File: config.mk
export PLATFORM = sky130hd
export DESIGN_NAME = pipe_stage_reg
export DESIGN_NICKNAME = d
export VERILOG_FILES = /design/src/rtl/pipe_stage_reg.sv
export SDC_FILE = /design/constraint.sdc
export NUM_CORES = 1
export LEC_CHECK = 0
export BUFFER_PORTS_ARGS = -buffer_cell sky130_fd_sc_hd__buf_2
export CAP_MARGIN = 40
export CORE_AREA = 8 8 119 99
export DETAILED_ROUTE_END_ITERATION = 7
export DIE_AREA = 0 0 127 107
export HOLD_SLACK_MARGIN = 0.12
export PLACE_DENSITY = 0.72
export SLEW_MARGIN = 20
export SYNTH_ARGS = -nofsm -noshare
export SYNTH_HDL_FRONTEND = slang
export SYNTH_SLANG_ARGS = --single-unit
File: constraint.sdc
create_clock -name clk -period 4.03 [get_ports clk]
set_input_delay 0.806 -clock clk [delete_from_list [all_inputs] [get_ports clk]]
set_output_delay 0.806 -clock clk [all_outputs]
set_load 0.005 [all_outputs]
File: src/rtl/pipe_stage_reg.sv
// rtl/pipe_stage_reg.sv - pipeline stage register with stall/bubble/flush, perf counters and hold watchdog
module pipe_stage_reg #(
    parameter int DATA_W      = 32,
    parameter int STALL_W     = 6,
    parameter int STAGE       = 4,
    parameter bit ZERO_BUBBLE = 1'b1,
    parameter int CNT_W       = 16,
    parameter int HOLD_LIMIT  = 64
) (
    input  logic               clk,
    input  logic               rst,
    input  logic [STALL_W-1:0] stall,
    input  logic               flush,
    input  logic               in_valid,
    input  logic [DATA_W-1:0]  in_data,
    input  logic               cnt_clr,
    output logic               out_valid,
    output logic [DATA_W-1:0]  out_data,
    output logic [CNT_W-1:0]   bubble_cnt,
    output logic [CNT_W-1:0]   hold_cnt,
    output logic [CNT_W-1:0]   flush_cnt,
    output logic               hold_timeout
);

    // The downstream stall bit lives at STAGE+1, so the last vector slot cannot host a register.
    generate
        if (STAGE < 0 || STAGE > STALL_W - 2) begin : g_bad_stage
            $error("pipe_stage_reg: STAGE must be in 0..STALL_W-2");
        end
    endgenerate

    localparam logic [CNT_W-1:0] CNT_MAX = {CNT_W{1'b1}};

    typedef enum logic [1:0] {
        ACT_ADVANCE = 2'd0,
        ACT_BUBBLE  = 2'd1,
        ACT_HOLD    = 2'd2,
        ACT_FLUSH   = 2'd3
    } act_t;

    act_t act;

    // Only two bits of the global stall vector matter to this stage.
    logic unused_stall;
    assign unused_stall = ^stall;

    // Resolve this cycle's action in strict priority: flush, advance, bubble, hold.
    always_comb begin
        act = ACT_HOLD;
        if (flush)
            act = ACT_FLUSH;
        else if (!stall[STAGE])
            act = ACT_ADVANCE;
        else if (!stall[STAGE+1])
            act = ACT_BUBBLE;
        else
            act = ACT_HOLD;
    end

    // Payload and valid register.
    always_ff @(posedge clk or negedge rst) begin
        if (!rst) begin
            out_valid <= 1'b0;
            out_data  <= '0;
        end else begin
            case (act)
                ACT_ADVANCE: begin
                    out_valid <= in_valid;
                    out_data  <= in_data;
                end
                ACT_BUBBLE, ACT_FLUSH: begin
                    out_valid <= 1'b0;
                    if (ZERO_BUBBLE)
                        out_data <= '0;
                end
                default: ;
            endcase
        end
    end

    // Saturating performance counters; a clear wins over any increment on the same edge.
    always_ff @(posedge clk or negedge rst) begin
        if (!rst) begin
            bubble_cnt <= '0;
            hold_cnt   <= '0;
            flush_cnt  <= '0;
        end else if (cnt_clr) begin
            bubble_cnt <= '0;
            hold_cnt   <= '0;
            flush_cnt  <= '0;
        end else begin
            if (act == ACT_BUBBLE && bubble_cnt != CNT_MAX)
                bubble_cnt <= bubble_cnt + 1'b1;
            if (act == ACT_HOLD && hold_cnt != CNT_MAX)
                hold_cnt <= hold_cnt + 1'b1;
            if (act == ACT_FLUSH && flush_cnt != CNT_MAX)
                flush_cnt <= flush_cnt + 1'b1;
        end
    end

    generate
        if (HOLD_LIMIT == 0) begin : g_no_wdog
            assign hold_timeout = 1'b0;
        end else begin : g_wdog
            localparam int RUN_W = $clog2(HOLD_LIMIT + 1);
            localparam logic [RUN_W-1:0] RUN_LIM = RUN_W'(HOLD_LIMIT);

            logic [RUN_W-1:0] run;
            logic [RUN_W-1:0] run_next;
            logic             timeout_q;

            // Consecutive-hold run length, pinned at the limit, dropped by any other action.
            always_comb begin
                run_next = '0;
                if (act == ACT_HOLD)
                    run_next = (run == RUN_LIM) ? run : run + 1'b1;
            end

            // Timeout is registered from the next run value so it shows right after the limiting edge.
            always_ff @(posedge clk or negedge rst) begin
                if (!rst) begin
                    run       <= '0;
                    timeout_q <= 1'b0;
                end else begin
                    run       <= run_next;
                    timeout_q <= (run_next == RUN_LIM);
                end
            end

            assign hold_timeout = timeout_q;
        end
    endgenerate

endmodule

==> results.ini <==
[status]
outcome = finished, final reports clean

[placed_design]
dp.cells = 643
dpl_cell_area_sq_mm = 0.00506
port_buffers = 120
gp_congestion = 0.826
dp_slack_ns = 1.29
dp_hpwl_mm = 8.04

[floorplanning]
fp-row-count = 33
boundaryPins = 125
fp.dieH_microns = 107
start_util_pct = 43.6
die_w_microns = 127
die_area_sq_mm = 0.0136
coreArea_sq_mm = 0.00991

[cts]
cts-root-buf = clkbuf_16
post_cts_buffers = 0
cts_tree = built
cts_hold_buf = 0
cts_resized = 0
cts_buffers = 9
clk_pin_slew_ns = 0.07
clkLatencyLatePin_ns = 0.34
htreeDepth = 3
numClockSinks = 89
clockBufferDepth = 2

[yosys]
syn_avg_cell_area_sq_um = 10.4
syn_nets = 464
postSynth.asyncResetShare_pct = 100
synth_area_leaders = dfrtp_1, a22o_1, a21oi_1
yosysSeqAreaShare_pct = 51.5
synth_warnings = 0
ys_types = 49
syn-instance-count = 416
synth.top_cell.area_share_pct = 51.5
ys.flop_type = dfrtp_1
synth-edff-count = 0
ys_ff_latch = 89
synth_area_sq_mm = 0.00432
yosys.area.top_type = dfrtp_1

[drt]
avgRoutedWirePerCell_microns = 17.1
drtIter0Drc = 189
via_per_inst = 5.90
drt_pass1_iterations = 4
route.detailed.drc = 0
num_vias = 3888
drt_wl_total_mm = 11.3
ant_nets = 0

[grt]
track_usage_pct = 16.8
grtUsageMet1_pct = 20.8
antenna_found_initial = 0
grt_use_met3_pct = 5.46
grt_max_degree = 45
grt-busiest-layer = met2
grt_pass1_vias = 3758
grt_util_met2_pct = 27.6
grt_first_pass_wirelength_mm = 18.8
grt-ovfl-total = 0

[sta]
layout_worst_path_cycle_share_pct = 59.2
relSlewSlack_pct = 47.5
drv_slew = 0
worstMarginPinSlew_ns = 0.781
fmax_ghz = 0.420
skew_ns = 0.00587
rsz0062_at_grt = false
setup_viol_count_final = 0
fin_crit_ns = 2.38
hold_viol_final = 0
setup_ws_ns = 1.65
hold_slack_ns = 0.354
finalSetupTns_ns = 0

[power_and_ir_drop]
pwr_density_cell_mw_per_mm2 = 347
internal_power_mw = 1.39
total_power_mw = 1.86
p_leak_nw = 2.52
p_switching_mw = 0.463
swShare_pct = 25.0
clkPwrFrac_pct = 43.8
power_frac_seq_pct = 49.9
ir_worst_vdd_uv = 263
p_comb_share_pct = 6.4

[layout]
instances_no_fill = 659
register_area_sq_mm = 0.00223
area_growth_syn_to_layout_pct = 23.8
final_core_util_pct = 54.0
finalInstanceArea_sq_mm = 0.00535
drive_above_1_share_pct = 29.1
multi_input_area_sq_mm = 0.00196
layout.nets = 580
antenna_cells = 0
fill_cells = 905

[setup_path]
critPathKind = primary input to register
critPathSlowestCell = mux2_2
arrival_ns = 2.61
path_cells = buf_2 -> and3b_1 -> buf_4 -> nand3_1 -> nor4_1 -> mux2_2
slowest_delay_ns = 0.37
cp-start-kind = primary input
cp-end-kind = register
cp.required_ns = 4.26
crit_fanout = 39

[job]
maxCapViolations = 0

[min_path]
hold_path_class = primary input to async pin

-- cells in the final DEF (no fill, tap or decap), drive strengths merged, types with 2 or more instances in the layout --
master,netlist,final
a22o,33,33
o41ai,5,5
nand4,12,12
nor3,3,3
dfrtp,89,89
ha,5,5
o31ai,25,25
buf,5,128
mux2i,3,3
o21ai,11,11
nor4,10,10
xnor2,2,2
xor2,2,2
and4,3,3
mux2,8,8
or3,11,11
nor2,17,17
clkbuf,18,9
nand3,16,16
clkinv,0,2
a21oi,39,39
nand2,26,26
or2,4,4
and3,4,4
or4,26,26
inv,13,16
nor3b,2,2
nand3b,3,3
clkinvlp,0,2
nor2b,8,8
-- power groups by stage --
stage	Clock, mW	Combinational (mW)	Sequential (mW)
6_report	0.813	0.118	0.926
5_1_grt	0.877	0.133	0.929
4_1_cts	0.839	0.121	0.926
3_5_place_dp	0	0.122	0.942
3_3_place_gp	0	0.115	0.942
2_1_floorplan	0	0.0457	0.943
-- metal layers --
metal | vias up | wire, microns
met1 | 1940 | 5030
met3 | 9 | 545
li1 | 1845 | -
met2 | 94 | 5570
met4 | 0 | 104
met5 | - | 0
-- worst max-delay path, delay by kind of cell --
kind,cells,cell delay [ns]
buffers and inverters,2,0.52
multiplexers,1,0.37
AND/OR/NAND/NOR,3,0.91
-- area by class of cell --
class	instances	area share, %
Clock buffer	9	4.21
Clock inverter	7	1.19
Tap cell	122	2.85
Timing Repair Buffer	128	12.7
Multi-Input combinational cell	291	36.6
Inverter	13	0.911
Sequential cell	89	41.6
-- synth_stat cells (2+ instances only) --
library cell and n:
a21oi_1 39, a22o_1 33, and3_1 4, and4_1 3, buf_2 4, clkbuf_1 18
dfrtp_1 89, ha_1 5, inv_1 13, mux2_1 4, mux2_2 4, mux2i_1 3
nand2_1 26, nand3_1 15, nand3b_1 3, nand4_1 10, nand4_2 2, nor2_1 17
nor2b_1 8, nor3_1 3, nor3b_1 2, nor4_1 8, nor4_2 2, o21ai_0 11
o31ai_1 25, o41ai_1 5, or2_1 2, or3_1 11, or4_1 25, xnor2_1 2
xor2_1 2
-- cells by family (layout without fill, tap and decap cells) --
| logic type | count (synthesis) | after routing | synth area share [%] |
|---|---|---|---|
| AO/OA/AOI/OAI | 120 | 120 | 19.2 |
| XOR/XNOR | 4 | 4 | 0.811 |
| adder cells (fa/ha/maj) | 5 | 5 | 1.45 |
| buffers and inverters | 36 | 157 | 3.24 |
| flip-flops | 89 | 89 | 51.5 |
| multiplexers | 11 | 11 | 2.78 |
| AND/OR/NAND/NOR | 151 | 151 | 21.0 |
-- state kept, by name (all words and copies together) (netlist names) --
signal	count
out_data	32
bubble_cnt	16
flush_cnt	16
hold_cnt	16
g_wdog.run	7
hold_timeout	1
out_valid	1
-- path summary, 6_finish.rpt --
path / from / endpoint / slack [ns] / cells after the start
setup / recovery: flush / hold_cnt[15] / 1.65 / 6
hold / removal: rst / hold_cnt[14] / 0.35 / 1
setup reg to reg: hold_cnt[5] / hold_cnt[1] / 1.85 / 5
hold reg to reg: out_data[26] / out_data[26] / 0.50 / 1
max in group asynchronous: rst / bubble_cnt[7] / 2.76 / 3
min in group clk: out_data[26] / out_data[26] / 0.50 / 1
Power figures use the tool's default switching activity.
